--- config.mk ---
export PLATFORM = sky130hd
export DESIGN_NAME = ddr_cmd_arbiter_flat
export DESIGN_NICKNAME = d
export VERILOG_FILES = /design/src/rtl/ddr_cmd_arbiter_if.sv /design/src/rtl/ddr_cmd_arbiter.sv /design/src/flat_wrapper.sv
export SDC_FILE = /design/constraint.sdc
export NUM_CORES = 1
export LEC_CHECK = 0
export BUFFER_PORTS_ARGS = -buffer_cell sky130_fd_sc_hd__buf_2
export CORE_UTILIZATION = 41
export DETAILED_ROUTE_END_ITERATION = 10
export PLACE_DENSITY = 0.77
export SLEW_MARGIN = 40
export SYNTH_ARGS = -nofsm -noshare
export SYNTH_HDL_FRONTEND = slang
export SYNTH_SLANG_ARGS = --single-unit
--- constraint.sdc ---
create_clock -name clk -period 2 [get_ports clk]
set_clock_uncertainty 0.1 [all_clocks]
set_input_delay 0.2 -clock clk [delete_from_list [all_inputs] [get_ports clk]]
set_output_delay 0.2 -clock clk [all_outputs]
set_load 0.05 [all_outputs]
--- src/rtl/ddr_cmd_arbiter_if.sv ---
// Command-port bundle between the two clients, the MIG port-0 command FIFO and ddr_cmd_arbiter.
// The slave modport is the arbiter's view; master is the environment driving it.
interface ddr_cmd_arbiter_if;
    logic        c3_calib_done;

    logic        wr_req;
    logic [5:0]  wr_bl;
    logic [29:0] wr_addr;
    logic        wr_ack;

    logic        rd_req;
    logic [5:0]  rd_bl;
    logic [29:0] rd_addr;
    logic        rd_ack;

    logic        c3_p0_cmd_en;
    logic [2:0]  c3_p0_cmd_instr;
    logic [5:0]  c3_p0_cmd_bl;
    logic [29:0] c3_p0_cmd_byte_addr;
    logic        c3_p0_cmd_full;
    logic [6:0]  c3_p0_wr_count;
    logic        c3_p0_wr_underrun;
    logic [6:0]  c3_p0_rd_count;
    logic        c3_p0_rd_overflow;

    logic        err;
    logic        refresh_missed;

    modport slave (
        input  c3_calib_done,
        input  wr_req, wr_bl, wr_addr,
        output wr_ack,
        input  rd_req, rd_bl, rd_addr,
        output rd_ack,
        output c3_p0_cmd_en, c3_p0_cmd_instr, c3_p0_cmd_bl, c3_p0_cmd_byte_addr,
        input  c3_p0_cmd_full, c3_p0_wr_count, c3_p0_wr_underrun,
        input  c3_p0_rd_count, c3_p0_rd_overflow,
        output err, refresh_missed
    );

    modport master (
        output c3_calib_done,
        output wr_req, wr_bl, wr_addr,
        input  wr_ack,
        output rd_req, rd_bl, rd_addr,
        input  rd_ack,
        input  c3_p0_cmd_en, c3_p0_cmd_instr, c3_p0_cmd_bl, c3_p0_cmd_byte_addr,
        output c3_p0_cmd_full, c3_p0_wr_count, c3_p0_wr_underrun,
        output c3_p0_rd_count, c3_p0_rd_overflow,
        input  err, refresh_missed
    );
endinterface

--- src/rtl/ddr_cmd_arbiter.sv ---
// Round-robin write/read command arbiter for MIG port 0, one command per IDLE/ISSUE/GAP round.
// Define DDR_ARB_REFRESH_EN to add the periodic refresh injector (refresh_missed tied 0 otherwise).
module ddr_cmd_arbiter #(
    parameter int unsigned REFRESH_PERIOD = 3120,
    parameter int unsigned AUTO_PRECHARGE = 1
) (
    input logic              clk,
    input logic              rst_n,
    ddr_cmd_arbiter_if.slave bus
);

    localparam logic [2:0] InstrWr  = (AUTO_PRECHARGE != 0) ? 3'b010 : 3'b000;
    localparam logic [2:0] InstrRd  = (AUTO_PRECHARGE != 0) ? 3'b011 : 3'b001;
    localparam logic [2:0] InstrRef = 3'b100;

    typedef enum logic [1:0] {StIdle, StIssue, StGap} state_e;

    state_e      state_q, state_d;
    logic        cmd_en_q, cmd_en_d;
    logic [2:0]  instr_q, instr_d;
    logic [5:0]  bl_q, bl_d;
    logic [27:0] addr_q, addr_d;
    logic        wr_ack_q, wr_ack_d;
    logic        rd_ack_q, rd_ack_d;
    logic        last_wr_q, last_wr_d;
    logic        err_q, err_d;

    logic        wr_elig, rd_elig, pick_wr;
    logic [6:0]  wr_need;
    logic [7:0]  rd_total;
    logic        ref_want;

    // Writes need the whole burst already in the write FIFO; reads need room for it in the read FIFO.
    assign wr_need  = {1'b0, bus.wr_bl} + 7'd1;
    assign wr_elig  = bus.wr_req && (bus.c3_p0_wr_count >= wr_need);
    assign rd_total = {1'b0, bus.c3_p0_rd_count} + {2'b00, bus.rd_bl} + 8'd1;
    assign rd_elig  = bus.rd_req && (rd_total <= 8'd64);
    assign pick_wr  = wr_elig && (!rd_elig || !last_wr_q);

    always_comb begin
        state_d   = state_q;
        cmd_en_d  = 1'b0;
        wr_ack_d  = 1'b0;
        rd_ack_d  = 1'b0;
        instr_d   = instr_q;
        bl_d      = bl_q;
        addr_d    = addr_q;
        last_wr_d = last_wr_q;
        unique case (state_q)
            StIdle: begin
                if (bus.c3_calib_done && !bus.c3_p0_cmd_full &&
                    (ref_want || wr_elig || rd_elig)) begin
                    state_d  = StIssue;
                    cmd_en_d = 1'b1;
                    if (ref_want) begin
                        instr_d = InstrRef;
                        bl_d    = '0;
                        addr_d  = '0;
                    end else if (pick_wr) begin
                        instr_d  = InstrWr;
                        bl_d     = bus.wr_bl;
                        addr_d   = bus.wr_addr[29:2];
                        wr_ack_d = 1'b1;
                    end else begin
                        instr_d  = InstrRd;
                        bl_d     = bus.rd_bl;
                        addr_d   = bus.rd_addr[29:2];
                        rd_ack_d = 1'b1;
                    end
                end
            end
            StIssue: begin
                state_d = StGap;
                if (wr_ack_q || rd_ack_q) begin
                    last_wr_d = wr_ack_q;
                end
            end
            StGap: begin
                state_d = StIdle;
            end
            default: begin
                state_d = StIdle;
            end
        endcase
    end

    assign err_d = err_q || bus.c3_p0_wr_underrun || bus.c3_p0_rd_overflow;

    always_ff @(posedge clk or negedge rst_n) begin
        if (!rst_n) begin
            state_q   <= StIdle;
            cmd_en_q  <= 1'b0;
            instr_q   <= '0;
            bl_q      <= '0;
            addr_q    <= '0;
            wr_ack_q  <= 1'b0;
            rd_ack_q  <= 1'b0;
            last_wr_q <= 1'b0;
            err_q     <= 1'b0;
        end else begin
            state_q   <= state_d;
            cmd_en_q  <= cmd_en_d;
            instr_q   <= instr_d;
            bl_q      <= bl_d;
            addr_q    <= addr_d;
            wr_ack_q  <= wr_ack_d;
            rd_ack_q  <= rd_ack_d;
            last_wr_q <= last_wr_d;
            err_q     <= err_q ? 1'b1 : err_d;
        end
    end

`ifdef DDR_ARB_REFRESH_EN
    localparam int unsigned CntW = (REFRESH_PERIOD > 1) ? $clog2(REFRESH_PERIOD) : 1;
    localparam logic [CntW-1:0] CntLast = CntW'(REFRESH_PERIOD - 1);

    logic [CntW-1:0] ref_cnt_q, ref_cnt_d;
    logic            ref_pend_q, ref_pend_d;
    logic            missed_q, missed_d;
    logic            ref_tick, ref_clear;

    // A refresh in flight is recognisable from the latched instruction; no client uses 3'b100.
    assign ref_clear = (state_q == StIssue) && (instr_q == InstrRef);
    assign ref_want  = ref_pend_q;

    always_comb begin
        ref_cnt_d  = ref_cnt_q;
        ref_tick   = 1'b0;
        ref_pend_d = ref_pend_q;
        missed_d   = missed_q;
        if (bus.c3_calib_done) begin
            if (ref_cnt_q == CntLast) begin
                ref_cnt_d = '0;
                ref_tick  = 1'b1;
            end else begin
                ref_cnt_d = ref_cnt_q + 1'b1;
            end
        end
        if (ref_clear) begin
            ref_pend_d = 1'b0;
        end
        if (ref_tick) begin
            if (ref_pend_q && !ref_clear) begin
                missed_d = 1'b1;
            end
            ref_pend_d = 1'b1;
        end
    end

    always_ff @(posedge clk or negedge rst_n) begin
        if (!rst_n) begin
            ref_cnt_q  <= '0;
            ref_pend_q <= 1'b0;
            missed_q   <= 1'b0;
        end else begin
            ref_cnt_q  <= ref_cnt_d;
            ref_pend_q <= ref_pend_d;
            missed_q   <= missed_d;
        end
    end

    assign bus.refresh_missed = missed_q;
`else
    assign ref_want           = 1'b0;
    assign bus.refresh_missed = 1'b0;
`endif

    assign bus.c3_p0_cmd_en        = cmd_en_q;
    assign bus.c3_p0_cmd_instr     = instr_q;
    assign bus.c3_p0_cmd_bl        = bl_q;
    assign bus.c3_p0_cmd_byte_addr = {addr_q, 2'b00};
    assign bus.wr_ack              = wr_ack_q;
    assign bus.rd_ack              = rd_ack_q;
    assign bus.err                 = err_q;

endmodule

--- src/flat_wrapper.sv ---
// flat-port wrapper written by rule: the top's interface ports become plain ports
module ddr_cmd_arbiter_flat 
#(
    parameter int unsigned REFRESH_PERIOD = 3120,
    parameter int unsigned AUTO_PRECHARGE = 1
)
  (clk, rst_n, bus_c3_calib_done, bus_wr_req, bus_wr_bl, bus_wr_addr, bus_wr_ack, bus_rd_req, bus_rd_bl, bus_rd_addr, bus_rd_ack, bus_c3_p0_cmd_en, bus_c3_p0_cmd_instr, bus_c3_p0_cmd_bl, bus_c3_p0_cmd_byte_addr, bus_c3_p0_cmd_full, bus_c3_p0_wr_count, bus_c3_p0_wr_underrun, bus_c3_p0_rd_count, bus_c3_p0_rd_overflow, bus_err, bus_refresh_missed);
  ddr_cmd_arbiter_if bus_i ();
  input logic clk;
  input logic rst_n;
  input wire logic [$bits(bus_i.c3_calib_done)-1:0] bus_c3_calib_done;
  input wire logic [$bits(bus_i.wr_req)-1:0] bus_wr_req;
  input wire logic [$bits(bus_i.wr_bl)-1:0] bus_wr_bl;
  input wire logic [$bits(bus_i.wr_addr)-1:0] bus_wr_addr;
  output wire logic [$bits(bus_i.wr_ack)-1:0] bus_wr_ack;
  input wire logic [$bits(bus_i.rd_req)-1:0] bus_rd_req;
  input wire logic [$bits(bus_i.rd_bl)-1:0] bus_rd_bl;
  input wire logic [$bits(bus_i.rd_addr)-1:0] bus_rd_addr;
  output wire logic [$bits(bus_i.rd_ack)-1:0] bus_rd_ack;
  output wire logic [$bits(bus_i.c3_p0_cmd_en)-1:0] bus_c3_p0_cmd_en;
  output wire logic [$bits(bus_i.c3_p0_cmd_instr)-1:0] bus_c3_p0_cmd_instr;
  output wire logic [$bits(bus_i.c3_p0_cmd_bl)-1:0] bus_c3_p0_cmd_bl;
  output wire logic [$bits(bus_i.c3_p0_cmd_byte_addr)-1:0] bus_c3_p0_cmd_byte_addr;
  input wire logic [$bits(bus_i.c3_p0_cmd_full)-1:0] bus_c3_p0_cmd_full;
  input wire logic [$bits(bus_i.c3_p0_wr_count)-1:0] bus_c3_p0_wr_count;
  input wire logic [$bits(bus_i.c3_p0_wr_underrun)-1:0] bus_c3_p0_wr_underrun;
  input wire logic [$bits(bus_i.c3_p0_rd_count)-1:0] bus_c3_p0_rd_count;
  input wire logic [$bits(bus_i.c3_p0_rd_overflow)-1:0] bus_c3_p0_rd_overflow;
  output wire logic [$bits(bus_i.err)-1:0] bus_err;
  output wire logic [$bits(bus_i.refresh_missed)-1:0] bus_refresh_missed;
  assign bus_i.c3_calib_done = bus_c3_calib_done;
  assign bus_i.wr_req = bus_wr_req;
  assign bus_i.wr_bl = bus_wr_bl;
  assign bus_i.wr_addr = bus_wr_addr;
  assign bus_wr_ack = bus_i.wr_ack;
  assign bus_i.rd_req = bus_rd_req;
  assign bus_i.rd_bl = bus_rd_bl;
  assign bus_i.rd_addr = bus_rd_addr;
  assign bus_rd_ack = bus_i.rd_ack;
  assign bus_c3_p0_cmd_en = bus_i.c3_p0_cmd_en;
  assign bus_c3_p0_cmd_instr = bus_i.c3_p0_cmd_instr;
  assign bus_c3_p0_cmd_bl = bus_i.c3_p0_cmd_bl;
  assign bus_c3_p0_cmd_byte_addr = bus_i.c3_p0_cmd_byte_addr;
  assign bus_i.c3_p0_cmd_full = bus_c3_p0_cmd_full;
  assign bus_i.c3_p0_wr_count = bus_c3_p0_wr_count;
  assign bus_i.c3_p0_wr_underrun = bus_c3_p0_wr_underrun;
  assign bus_i.c3_p0_rd_count = bus_c3_p0_rd_count;
  assign bus_i.c3_p0_rd_overflow = bus_c3_p0_rd_overflow;
  assign bus_err = bus_i.err;
  assign bus_refresh_missed = bus_i.refresh_missed;
  ddr_cmd_arbiter #(.REFRESH_PERIOD(REFRESH_PERIOD), .AUTO_PRECHARGE(AUTO_PRECHARGE)) u_core (.clk(clk), .rst_n(rst_n), .bus(bus_i));
endmodule
==> impl_metrics.env <==
export IMPL_clk_latency_ns=0.29
export IMPL_placed_area_sq_mm=0.003478
export IMPL_slew_headroom_pct=55.03
export IMPL_end_kind="flop"
export IMPL_grt_first_pass_wirelength_microns=10950
export IMPL_start_util_pct=42.67
export IMPL_min_period_over_period_pct=120.3
export IMPL_drive_gt1_share_pct=54.19
export IMPL_fp_row_count=28
export IMPL_crit_fanout=14
export IMPL_fmax_ghz=0.4158
export IMPL_core_area_sq_mm=0.005921
export IMPL_cts_sinks=43
export IMPL_dp_slack_ns=-0.8295
export IMPL_dieArea_sq_mm=0.006479
export IMPL_cts_buffers=5
export IMPL_wl_per_cell_microns=15.75
export IMPL_cp_arrival_ns=2.53
export IMPL_detail_route_antenna_nets=0
export IMPL_start_kind="input pin"
export IMPL_max_cap_viol_count=0
export IMPL_path_class="in2reg"
export IMPL_holdWs_ns=0.05735
export IMPL_status="finished, violations left"
export IMPL_ys_seq_elements=43
export IMPL_die_y_microns=80.50
export IMPL_route_vias_total=2448
export IMPL_powerDensity_mw_per_mm2=1055
export IMPL_drt_pass1_iter_count=4
export IMPL_fin_ws_ns=-0.4053
export IMPL_avgViaCountPerCell=5.357
export IMPL_ios=138
export IMPL_wl_microns=7200
export IMPL_final_max_slew_viol_count=0
export IMPL_utilization_pct=63.63
export IMPL_violations="negative setup slack"
export IMPL_crit_required_ns=2.13
export IMPL_synth_async_reset_ratio_pct=100.0
export IMPL_rsz0062_at_grt="yes"
export IMPL_synth_ff_type="dfrtp_1"
export IMPL_tightestPinTransition_ns=0.6745
export IMPL_portBuffers=129
export IMPL_grt_usage_pct=22.03
export IMPL_gp_congestion=0.8864
export IMPL_dp_hpwl_microns=5348
export IMPL_hold_class="in2reg"
export IMPL_drt_iter0_drc=78
export IMPL_nNetsFinal=489
export IMPL_cts_root_buf="clkbuf_8"
export IMPL_leakage_nw=1.722
export IMPL_syn_area_per_cell_sq_um=11.59
export IMPL_area_delta_synth_final_pct=49.13
export IMPL_final_cells=457
export IMPL_ys_seq_area_share_pct=42.60
export IMPL_clk_pin_slew_ns=0.09
export IMPL_design_area_sq_mm=0.003767
export IMPL_dieWidth_microns=80.50
export IMPL_grt_antenna_before_repair=0
export IMPL_antenna_cells=0
export IMPL_dp_cells=443
export IMPL_post_route_min_period_ns=2.405
export IMPL_synth_edf_count=0
export IMPL_hold_viol=0
export IMPL_setup_viol=40
export IMPL_overflow=0
export IMPL_grt_max_degree=36
export IMPL_first_global_vias=2307
export IMPL_synthesis_area_sq_mm=0.002526
export IMPL_synthCells=218
export IMPL_cts_tree="done"
export IMPL_ir_drop_v=0.0007469
export IMPL_clk_path_buf_depth=2
export IMPL_ys_types=46
export IMPL_htreeDepth=2
export IMPL_yosys_warnings=0
export IMPL_drc=0
final timing paths:
kind / from / endpoint / slack (ns) / cells after the start
max: bus_c3_p0_rd_count[2] / u_core.addr_q[5] / -0.41 / 10
min in group asynchronous: rst_n / u_core.addr_q[23] / 0.36 / 2
max reg2reg: u_core.last_wr_q / u_core.addr_q[5] / 0.21 / 7
max in group asynchronous: rst_n / u_core.addr_q[5] / 0.76 / 3
min reg2reg: u_core.bus.c3_p0_cmd_instr[1] / u_core.bus.c3_p0_cmd_instr[1] / 0.39 / 1
min: bus_rd_addr[12] / u_core.addr_q[10] / 0.06 / 2
worst max-delay path: stages:
cell and delay, ns:
buf_2 0.10, ha_1 0.32, a21oi_1 0.27, nand4b_1 0.20
a2111oi_2 0.45, o21ai_0 0.24, and3b_2 0.31, buf_6 0.16
nand3b_1 0.08, o221a_1 0.19
synthesized netlist by cell type (all sizes together) (2+ instances only):
cell type	count	area share, %
a21o	2	0.59
buf	15	5.3
dfrtp	43	43
or3	3	0.74
clkbuf	3	0.45
inv	7	1.0
nand3	8	1.6
ha	14	6.9
nand2	4	0.59
or2	3	0.74
xor2	3	1.0
o21ai	5	1.1
xnor2	3	1.0
nor3	3	0.59
nor2b	3	0.74
a21oi	6	1.6
nor2	3	0.45
nand3b	36	11
o221a	34	15
and2	2	0.55
report_power, final:
part,total [mW],leakage [nW],switching (mW),internal (mW)
logic,2.11,1.18,1.43,0.687
registers,1.32,0.499,0.164,1.15
clock network,0.546,0.0412,0.301,0.244
total,3.98,1.72,1.89,2.08
cell usage in the layout, fill, tap and decap left out, drive strengths merged, types with 4 or more instances in the layout:
cell type  netlist  layout
conb             1       4
dfrtp           43      43
o221a           34      34
ha              14      14
o21ai            5       5
nand3            8       8
nand3b          36      36
inv              7       7
nand2            4       4
buf             15     168
a21oi            6       6
clkbuf           3       6
metal layers:
metal	share of wire (%)	wire length, microns	track usage [%]
met2	47	3381	36.10
met3	6.6	475	5.114
met4	1.6	117	5.893
met1	45	3225	28.93
met5	0	0	0
what timing repair did:
| item | CTS | global route |
|---|---|---|
| resized for setup | 12 | 26 |
| setup endpoints to repair | 40 | 40 |
| pin swaps | 1 | 4 |
| endpoints found under the hold margin | 29 | 0 |
| hold buffers | 3 | 0 |
| setup buffers | 1 | 2 |
flip-flops by register name, summed over array words and instances, names as in the netlist, 2 cells and up:
| signal | cells |
|---|---|
| u_core.addr_q | 28 |
| u_core.bus.c3_p0_cmd_instr | 2 |
| u_core.bus.c3_p0_cmd_bl | 6 |
| u_core.state_q | 2 |
logic make-up after synthesis:
family | Yosys count | synth area share (%)
buffers and inverters | 25 | 6.835
AO/OA/AOI/OAI | 57 | 22.34
adder cells (fa/ha/maj) | 14 | 6.934
other | 1 | 0.1484
AND/OR/NAND/NOR | 72 | 19.07
XOR/XNOR | 6 | 2.081
flip-flops | 43 | 42.60
per-stage QoR:
step	total power, mW	TNS (ns)
2_1_floorplan	2.833	-17.61
3_3_place_gp	3.348	-26.63
6_report	3.976	-14.18
5_1_grt	4.172	-18.21
3_5_place_dp	3.393	-30.82
4_1_cts	3.957	-13.37
cell type report:
class	count	area (sq um)
fillers	494	2153
multi-input cells	153	1424
flip-flops and latches	43	1076
repair buffers	171	1062
well taps	75	93.84
clock buffers	6	72.57
inverters	7	26.28
clock inverters	2	12.51
(Power assumes the default switching activity.)
